==> src/rtl/instr_fetch_unit_if.sv <==
// Fetch unit bus bundle: instruction-memory request/response,
// branch redirect and the valid/ready instruction hand-off to the core.
interface instr_fetch_unit_if;
  logic        imem_req;
  logic [31:0] imem_addr;
  logic        imem_gnt;
  logic        imem_rvalid;
  logic [31:0] imem_rdata;
  logic        branch_valid;
  logic [31:0] branch_target;
  logic        instr_valid;
  logic [31:0] instr;
  logic [31:0] instr_pc;
  logic        instr_ready;

  modport master (
    output imem_req,
    output imem_addr,
    input  imem_gnt,
    input  imem_rvalid,
    input  imem_rdata,
    input  branch_valid,
    input  branch_target,
    output instr_valid,
    output instr,
    output instr_pc,
    input  instr_ready
  );

  modport slave (
    input  imem_req,
    input  imem_addr,
    output imem_gnt,
    output imem_rvalid,
    output imem_rdata,
    output branch_valid,
    output branch_target,
    input  instr_valid,
    input  instr,
    input  instr_pc,
    output instr_ready
  );
endinterface

==> src/rtl/instr_fetch_unit.sv <==
// Fetch stage: owns the fetch PC, issues credit-limited word requests,
// buffers responses with their PCs and squashes stale words on a branch.
module instr_fetch_unit #(
  parameter logic [31:0] RESET_PC   = 32'h0000_0000,
  parameter int          FIFO_DEPTH = 2
) (
  input  logic               clk,
  input  logic               rst,
  instr_fetch_unit_if.master bus
);
  localparam int AW = (FIFO_DEPTH > 1) ? $clog2(FIFO_DEPTH) : 1;
  localparam int CW = $clog2(FIFO_DEPTH + 1);
  localparam logic [CW:0] DEPTH_C = (CW + 1)'(FIFO_DEPTH);
  localparam logic [31:0] PC0 = {RESET_PC[31:2], 2'b00};

  logic [31:0]   r_fetch_pc;
  logic [CW-1:0] r_outst;
  logic [CW-1:0] r_drop;
  logic [CW-1:0] r_count;
  logic [AW-1:0] r_wp;
  logic [AW-1:0] r_rp;
  logic [AW-1:0] r_ifq_wp;
  logic [AW-1:0] r_ifq_rp;
  logic [31:0]   r_ifq_pc [FIFO_DEPTH];
  logic [31:0]   r_word   [FIFO_DEPTH];
  logic [31:0]   r_pc     [FIFO_DEPTH];
  logic          r_req;
  logic          r_valid;
  logic [31:0]   r_instr;
  logic [31:0]   r_instr_pc;

  logic          w_br;
  logic          w_issue;
  logic          w_resp;
  logic          w_keep;
  logic          w_pop;
  logic [31:0]   w_tgt;
  logic [31:0]   w_resp_pc;
  logic [CW-1:0] w_outst_n;
  logic [CW-1:0] w_drop_n;
  logic [CW-1:0] w_count_n;
  logic [AW-1:0] w_wp_n;
  logic [AW-1:0] w_rp_n;
  logic [31:0]   w_fetch_pc_n;
  logic [31:0]   w_head_word;
  logic [31:0]   w_head_pc;
  logic          w_req_n;
  logic          w_unused;

  assign w_unused  = ^bus.branch_target[1:0];
  assign w_br      = bus.branch_valid;
  assign w_issue   = r_req & bus.imem_gnt;
  assign w_resp    = bus.imem_rvalid;
  assign w_resp_pc = r_ifq_pc[r_ifq_rp];
  assign w_keep    = w_resp & (r_drop == '0) & ~w_br;
  assign w_pop     = r_valid & bus.instr_ready;
  assign w_tgt     = {bus.branch_target[31:2], 2'b00};
  assign w_outst_n = r_outst + CW'(w_issue) - CW'(w_resp);

  // Next-state for fetch PC, squash count, FIFO occupancy and next head.
  always_comb begin
    w_fetch_pc_n = r_fetch_pc;
    w_drop_n     = r_drop;
    w_count_n    = r_count + CW'(w_keep) - CW'(w_pop);
    w_wp_n       = r_wp + AW'(w_keep);
    w_rp_n       = r_rp + AW'(w_pop);
    if (w_issue) begin
      w_fetch_pc_n = r_fetch_pc + 32'd4;
    end
    if (w_resp && r_drop != '0) begin
      w_drop_n = r_drop - CW'(1);
    end
    if (w_br) begin
      w_fetch_pc_n = w_tgt;
      w_drop_n     = w_outst_n;
      w_count_n    = '0;
      w_wp_n       = '0;
      w_rp_n       = '0;
    end
    w_head_word = r_word[w_rp_n];
    w_head_pc   = r_pc[w_rp_n];
    if (w_keep && w_rp_n == r_wp) begin
      w_head_word = bus.imem_rdata;
      w_head_pc   = w_resp_pc;
    end
    w_req_n = ({1'b0, w_outst_n} + {1'b0, w_count_n}) < DEPTH_C;
  end

  // Control state and registered outputs.
  always_ff @(posedge clk or posedge rst) begin
    if (rst) begin
      r_fetch_pc <= PC0;
      r_outst    <= '0;
      r_drop     <= '0;
      r_count    <= '0;
      r_wp       <= '0;
      r_rp       <= '0;
      r_ifq_wp   <= '0;
      r_ifq_rp   <= '0;
      r_req      <= 1'b0;
      r_valid    <= 1'b0;
      r_instr    <= '0;
      r_instr_pc <= '0;
    end else begin
      r_fetch_pc <= w_fetch_pc_n;
      r_outst    <= w_outst_n;
      r_drop     <= w_drop_n;
      r_count    <= w_count_n;
      r_wp       <= w_wp_n;
      r_rp       <= w_rp_n;
      r_ifq_wp   <= r_ifq_wp + AW'(w_issue);
      r_ifq_rp   <= r_ifq_rp + AW'(w_resp);
      r_req      <= w_req_n;
      r_valid    <= (w_count_n != '0);
      if (w_count_n != '0) begin
        r_instr    <= w_head_word;
        r_instr_pc <= w_head_pc;
      end
    end
  end

  // In-flight PC queue and prefetch storage; pointers gate validity.
  always_ff @(posedge clk) begin
    if (w_issue) begin
      r_ifq_pc[r_ifq_wp] <= r_fetch_pc;
    end
    if (w_keep) begin
      r_word[r_wp] <= bus.imem_rdata;
      r_pc[r_wp]   <= w_resp_pc;
    end
  end

  assign bus.imem_req    = r_req;
  assign bus.imem_addr   = r_fetch_pc;
  assign bus.instr_valid = r_valid;
  assign bus.instr       = r_instr;
  assign bus.instr_pc    = r_instr_pc;
endmodule
==> src/flat_wrapper.sv <==
// flat-port wrapper written by rule: the top's interface ports become plain ports
module instr_fetch_unit_flat 
#(
  parameter logic [31:0] RESET_PC   = 32'h0000_0000,
  parameter int          FIFO_DEPTH = 2
)
  (clk, rst, bus_imem_req, bus_imem_addr, bus_imem_gnt, bus_imem_rvalid, bus_imem_rdata, bus_branch_valid, bus_branch_target, bus_instr_valid, bus_instr, bus_instr_pc, bus_instr_ready);
  instr_fetch_unit_if bus_i ();
  input  logic clk;
  input  logic rst;
  output wire logic [$bits(bus_i.imem_req)-1:0] bus_imem_req;
  output wire logic [$bits(bus_i.imem_addr)-1:0] bus_imem_addr;
  input wire logic [$bits(bus_i.imem_gnt)-1:0] bus_imem_gnt;
  input wire logic [$bits(bus_i.imem_rvalid)-1:0] bus_imem_rvalid;
  input wire logic [$bits(bus_i.imem_rdata)-1:0] bus_imem_rdata;
  input wire logic [$bits(bus_i.branch_valid)-1:0] bus_branch_valid;
  input wire logic [$bits(bus_i.branch_target)-1:0] bus_branch_target;
  output wire logic [$bits(bus_i.instr_valid)-1:0] bus_instr_valid;
  output wire logic [$bits(bus_i.instr)-1:0] bus_instr;
  output wire logic [$bits(bus_i.instr_pc)-1:0] bus_instr_pc;
  input wire logic [$bits(bus_i.instr_ready)-1:0] bus_instr_ready;
  assign bus_imem_req = bus_i.imem_req;
  assign bus_imem_addr = bus_i.imem_addr;
  assign bus_i.imem_gnt = bus_imem_gnt;
  assign bus_i.imem_rvalid = bus_imem_rvalid;
  assign bus_i.imem_rdata = bus_imem_rdata;
  assign bus_i.branch_valid = bus_branch_valid;
  assign bus_i.branch_target = bus_branch_target;
  assign bus_instr_valid = bus_i.instr_valid;
  assign bus_instr = bus_i.instr;
  assign bus_instr_pc = bus_i.instr_pc;
  assign bus_i.instr_ready = bus_instr_ready;
  instr_fetch_unit #(.RESET_PC(RESET_PC), .FIFO_DEPTH(FIFO_DEPTH)) u_core (.clk(clk), .rst(rst), .bus(bus_i));
endmodule
==> config.mk <==
export PLATFORM = sky130hd
export DESIGN_NAME = instr_fetch_unit_flat
export DESIGN_NICKNAME = d
export VERILOG_FILES = /design/src/rtl/instr_fetch_unit_if.sv /design/src/rtl/instr_fetch_unit.sv /design/src/flat_wrapper.sv
export SDC_FILE = /design/constraint.sdc
export NUM_CORES = 1
export LEC_CHECK = 0
export ABC_AREA = 1
export ABC_CLOCK_PERIOD_IN_PS = 4700
export CAP_MARGIN = 20
export CORE_ASPECT_RATIO = 0.8
export CORE_UTILIZATION = 35
export DETAILED_ROUTE_END_ITERATION = 16
export PLACE_DENSITY = 0.66
export SYNTH_ARGS = -nofsm -noshare
export SYNTH_HDL_FRONTEND = slang
export SYNTH_SLANG_ARGS = --single-unit
==> constraint.sdc <==
create_clock -name clk -period 4.7 [get_ports clk]
set_input_delay 1.41 -clock clk [delete_from_list [all_inputs] [get_ports clk]]
set_output_delay 1.41 -clock clk [all_outputs]
set_load 0.05 [all_outputs]
==> impl_metrics.tcl <==
set metrics [dict create \
    drv_cap 0 \
    setup_tns_ns 0 \
    yosysWarnings 0 \
    arrival_ns 4.09 \
    vias_per_cell 4.66 \
    power.leakage_nw 7.11 \
    synthAdderAreaFrac_pct 1.12 \
    rsz0062_at_grt "no" \
    ys_types 33 \
    die_x_um 217 \
    fin_crit_ns 3.64 \
    synth_top_family_by_area "simple AND/OR/NAND/NOR gates" \
    area_growth_syn_to_layout_pct 24.3 \
    clkLatencyLatePin_ns 0.56 \
    cts_root_buf "clkbuf_16" \
    yosysSeqAreaShare_pct 62.7 \
    max_freq_ghz 0.274 \
    post_cts_resized 0 \
    clock_sinks 288 \
    hold_slack_ns 0.476 \
    die_area_um2 37800 \
    grt-ovfl-total 0 \
    ant_nets 0 \
    dr.pass1.iters 4 \
    first_iter_violations 592 \
    grt_pass1_vias 9243 \
    critPathCaptureType "flop" \
    die-height_um 174 \
    outcome "completed" \
    cts_max_path_buffers 3 \
    irDropWorstVdd_uv 349 \
    drive_above_1_share_pct 5.49 \
    num_vias 9368 \
    synthXorXnorAreaFrac_pct 0.946 \
    gp_congestion 0.825 \
    cp-start-kind "input port" \
    critPathTopFamily "buffers and inverters" \
    finalHoldViolations 0 \
    worst_pin_slew_ns 0.981 \
    cp_common_cell "nand2_1" \
    slew_headroom_pct 34.6 \
    hold_class "flop to flop" \
    crit_slowest_cell "clkdlybuf4s50_1" \
    ioPinCount 168 \
    required_ns 5.15 \
    crit_path_max_incr_delay_ns 0.73 \
    wl_um 30900 \
    critical_path_class "input port to flop" \
    critPathMaxFanout 97 \
    grt_max_degree 98 \
    synth_area_leader_cell "edfxtp_1" \
    cts_max_level 1 \
    synth_seq_cells 288 \
    cts_setup_buffers 0 \
    power_per_cell_area_nw_per_um2 624 \
    synthSimpleGateAreaFrac_pct 20.5 \
    core_um2 36100 \
    antenna_found_initial 0 \
    ff_latch_area_um2 8130 \
    cp_num_buf_inv 3 \
    synth_area_leaders "edfxtp_1 (43%), dfrtp_1 (20%), nand2_1 (12%)" \
    placementRows 62 \
    dp_hpwl_um 19700 \
    drc 0 \
    fin_nets 1587 \
    timing.final.crit_share_pct 77.5 \
    fill_cells 3442 \
    path_clk_slew_ns 0.06 \
    fin_worst_skew_ns 0.0120 \
    synth_mux_area_share_pct 0 \
    syn-instance-count 1354 \
    track_usage_pct 16.5 \
    setup-violations-final 0 \
    synth_top_area_share_pct 42.7 \
    syn_avg_cell_area_um2 9.57 \
    cts_buffers 31 \
    drt-wirelength-per-cell_um 15.4 \
    synth_compound_area_share_pct 5.29 \
    antenna_cells 0 \
    slew_violations 0 \
    multi_input_area_um2 3650 \
    tritoncts "built" \
    cp_cell_sequence "clkdlybuf4s50_1 > inv_4 > nand3_4 > buf_4 > nand2_1 > o21ai_0 > nand2_1 > nand3_1 > nand2_1" \
    start_util_pct 35.8 \
    grt_pass1_wl_um 49200 \
    numPortBuffers 161 \
    cts_hold_buf 0 \
    netlist_area_um2 13000 \
]
## power breakdown
| part | leakage [nW] | switching (mW) | internal (mW) | total, mW |
|---|---|---|---|---|
| logic | 3.63 | 2.58 | 1.13 | 3.71 |
| clock network | 0.536 | 1.01 | 1.61 | 2.62 |
| registers | 2.94 | 0.358 | 3.36 | 3.72 |
| total | 7.11 | 3.95 | 6.10 | 10.1 |
## sequential cells by signal, summed over array words and instances (netlist names), 2 cells and up
register              flops
u_core.bus.imem_addr     30
u_core.r_outst            2
u_core.bus.instr         32
u_core.r_ifq_pc          60
u_core.r_count            2
u_core.r_pc              60
u_core.bus.instr_pc      30
u_core.r_drop             2
u_core.r_word            64
## metal layers
layer | GRT usage, % | share of wire, %
met1 | 23.4 | 47
met2 | 25.7 | 45
met3 | 2.96 | 5.8
met4 | 4.58 | 2.3
met5 | 0 | 0
## worst min-delay path, delay by kind of cell (launching register included)
family,cells,cell delay [ns]
simple gates,2,0.11
flops,1,0.34
## cells in the mapped netlist
| master | n |
|---|---|
| o211ai_1 | 4 |
| o21bai_1 | 7 |
| a211oi_1 | 1 |
| inv_1 | 215 |
| nand3_4 | 2 |
| inv_4 | 1 |
| conb_1 | 1 |
| nand2_2 | 2 |
| xnor2_1 | 4 |
| ha_1 | 10 |
| nor2_1 | 45 |
| nor2_2 | 4 |
| dfrtp_1 | 104 |
| buf_6 | 11 |
| buf_4 | 12 |
| xor2_1 | 10 |
| buf_2 | 25 |
| o311ai_1 | 1 |
| nor2_4 | 2 |
| edfxtp_1 | 184 |
| nand3_2 | 1 |
| a31oi_1 | 1 |
| fa_1 | 1 |
| nand3_1 | 166 |
| nand2_1 | 408 |
| a21oi_1 | 6 |
| clkbuf_1 | 14 |
| nand4_1 | 3 |
| o21ai_1 | 24 |
| a22o_1 | 4 |
| inv_2 | 1 |
| o21ai_0 | 79 |
| or2_2 | 1 |
## cells in the final DEF (no fill, tap or decap), drive strengths merged
| master | synthesis | routed |
|---|---|---|
| clkinv | 0 | 12 |
| clkbuf | 14 | 36 |
| ha | 10 | 10 |
| xor2 | 10 | 10 |
| a22o | 4 | 4 |
| o21ai | 103 | 103 |
| or2 | 1 | 1 |
| o311ai | 1 | 1 |
| inv | 217 | 217 |
| clkinvlp | 0 | 2 |
| nand4 | 3 | 3 |
| a211oi | 1 | 1 |
| bufinv | 0 | 7 |
| buf | 48 | 17 |
| clkdlybuf4s50 | 0 | 161 |
| nand2 | 410 | 410 |
| edfxtp | 184 | 184 |
| nand3 | 169 | 169 |
| a21oi | 6 | 6 |
| o21bai | 7 | 7 |
| nor2 | 51 | 51 |
| conb | 1 | 4 |
| a31oi | 1 | 1 |
| fa | 1 | 1 |
| dfrtp | 104 | 104 |
| xnor2 | 4 | 4 |
| o211ai | 4 | 4 |
## final timing paths
| kind | start | end | slack (ns) | depth (start not counted) |
|---|---|---|---|---|
| worst max-delay path | bus_branch_valid | u_core.bus.instr_pc[18] | 1.06 | 9 |
| worst min-delay path | u_core.bus.instr[26] | u_core.bus.instr[26] | 0.48 | 2 |
| worst max register to register | u_core.r_drop[0] | u_core.bus.instr_pc[29] | 2.07 | 10 |
| worst min register to register | u_core.bus.instr[26] | u_core.bus.instr[26] | 0.48 | 2 |
| max in group asynchronous | rst | u_core.bus.imem_addr[23] | 2.57 | 3 |
| min in group asynchronous | rst | u_core.bus.instr[15] | 1.36 | 2 |
## per-stage QoR
stage	worst slack [ns]	instances	utilization (%)	power (mW)	instance area, µm²
after global routing	0.941	2010	44.6	10.6	16100
after detailed placement	0.565	1953	41.5	7.49	15000
after global placement	0.611	1953	41.5	7.42	15000
final	1.06	2010	44.6	10.1	16100
after CTS	1.17	2010	44.6	10.1	16100
after floorplan	0.558	1357	-	6.23	13000
## cell type report
| cell class | instances | area share [%] |
|---|---|---|
| sequential | 288 | 50.5 |
| multi-input combinational | 790 | 22.7 |
| timing repair buffer | 178 | 11.2 |
| inverter | 217 | 5.09 |
| clock buffer | 36 | 4.99 |
| tap | 480 | 3.73 |
| clock inverter | 21 | 1.86 |
## cells by family after synthesis
group	after synthesis
and+or+nand+nor	634
DFF	288
buffers and inverters	279
AOI/OAI and AO/OA	127
xor gates and xnor gates	14
adders and majority gates	11
other	1
Power figures use the tool's default switching activity.
==> edit: new RTL, same flow settings <==
`FIFO_DEPTH` is set to 2 in 2 places; all go to 4.
--- a/src/rtl/instr_fetch_unit.sv
+++ b/src/rtl/instr_fetch_unit.sv
@@ -2,7 +2,7 @@
 // buffers responses with their PCs and squashes stale words on a branch.
 module instr_fetch_unit #(
   parameter logic [31:0] RESET_PC   = 32'h0000_0000,
-  parameter int          FIFO_DEPTH = 2
+  parameter int          FIFO_DEPTH = 4
 ) (
   input  logic               clk,
   input  logic               rst,
--- a/src/flat_wrapper.sv
+++ b/src/flat_wrapper.sv
@@ -2,7 +2,7 @@
 module instr_fetch_unit_flat 
 #(
   parameter logic [31:0] RESET_PC   = 32'h0000_0000,
-  parameter int          FIFO_DEPTH = 2
+  parameter int          FIFO_DEPTH = 4
 )
   (clk, rst, bus_imem_req, bus_imem_addr, bus_imem_gnt, bus_imem_rvalid, bus_imem_rdata, bus_branch_valid, bus_branch_target, bus_instr_valid, bus_instr, bus_instr_pc, bus_instr_ready);
   instr_fetch_unit_if bus_i ();
Behaviour: not the same (a bounded check fails within 4 cycles, from zero or initial values and one cycle with rst high).
==> edit against the original RTL <==
Worst setup slack worse by 0.075 ns; synthesized cell count is 48% higher; critical path depth is 4 higher; synthesized area is 59% higher; via count is 57% higher; total power is 51% higher; sequential cell count is 191 higher; highest routed layer is now met5; wire length is 68% higher; sequential power is 58% higher; cell count is 48% higher; final area is 53% higher; die area is 58% higher; critical path type unchanged; utilization is 2.1 points lower; count of clock-buffer cells in the layout is 35 higher.
==> edit: results (changes against the original RTL) <==
status: "completed"  # unchanged
reg_top3: "u_core.r_word: 128 flops, u_core.r_ifq_pc: 120 flops, u_core.r_pc: 120 flops"  # was u_core.r_word: 64 flops, u_core.r_ifq_pc: 60 flops, u_core.r_pc: 60 flops
fillCellCount: 5389  # was 3,442
grt_pass1_wl_um: 80610  # was 49,220 um
grt_max_degree: 109  # was 98
final-nonclk-buf-share_pct: 8.187  # was 11.18%
htreeDepth: 2  # was 1
cp_max_fo: 62  # was 97
dp_hpwl_um: 31190  # was 19,650 um
r2r_end: "u_core.bus.instr_pc[27]"  # was u_core.bus.instr_pc[29]
ys_ff_latch: 479  # was 288
numCtsBuffers: 50  # was 31
multi_input_area_um2: 5819  # was 3655 um^2
synth_compound_area_share_pct: 1.266  # was 5.293%
fp.dieW_um: 272.9  # was 217.1 um
ys_top_cells_by_area: "edfxtp_1 54%, nand2_1 15%, dfrtp_1 14%"  # was edfxtp_1 43%, dfrtp_1 20%, nand2_1 12%
worst-r2r-setup-slack_ns: 1.91  # was 2.07 ns
insertion_delay_ns: 0.59  # was 0.56 ns
nets: 2242  # was 1,587
syn_area_per_cell_um2: 10.25  # was 9.568 um^2
drt_iter0_drc: 1217  # was 592
ir_worst_vdd_v: 0.0003076  # was 0.0003492 V
p_leak_nw: 10.01  # was 7.106 nW
synth_cell_types: 36  # was 33
drt_wl_total_um: 51960  # was 30,890 um
holdWs_ns: 0.4774  # was 0.4763 ns
netlist_top_cells_count: "800 x nand2_1, 368 x edfxtp_1, 283 x nand3_1"  # was 408 x nand2_1, 215 x inv_1, 184 x edfxtp_1
gp_congestion: 0.8348  # was 0.8247
design_area_um2: 24700  # was 16,110 um^2
min_from: "u_core.bus.instr[24]"  # was u_core.bus.instr[26]
layout.comb_gates.multi_input: 1293  # was 790
synth-xor-area-share_pct: 0.5541  # was 0.9465%
edit: worst max-delay path by stage:
stage                                    endpoint        startpoint  slack (ns)  cells after the start
final                        u_core.bus.instr[13]   bus_imem_rvalid        0.98                     13
after global routing      u_core.bus.instr_pc[12]   bus_imem_rvalid        0.82                     13
after CTS                    u_core.bus.instr[13]   bus_imem_rvalid        1.03                     13
after detailed placement  u_core.bus.instr_pc[12]   bus_imem_rvalid        0.41                     13
after global placement    u_core.bus.instr_pc[27]   bus_imem_rvalid        0.46                     12
after floorplan                u_core.r_pc[2][10]  bus_branch_valid       -1.85                      4
edit: routing by layer:
| metal | wire, um | global-route usage [%] | vias to the layer above |
|---|---|---|---|
| met3 | 3400 | 3.758 | 69 |
| met5 | 12 | 0 | - |
| met1 | 22450 | 22.74 | 7135 |
| li1 | - | - | 7029 |
| met2 | 25190 | 29.09 | 428 |
| met4 | 900 | 4.625 | 2 |
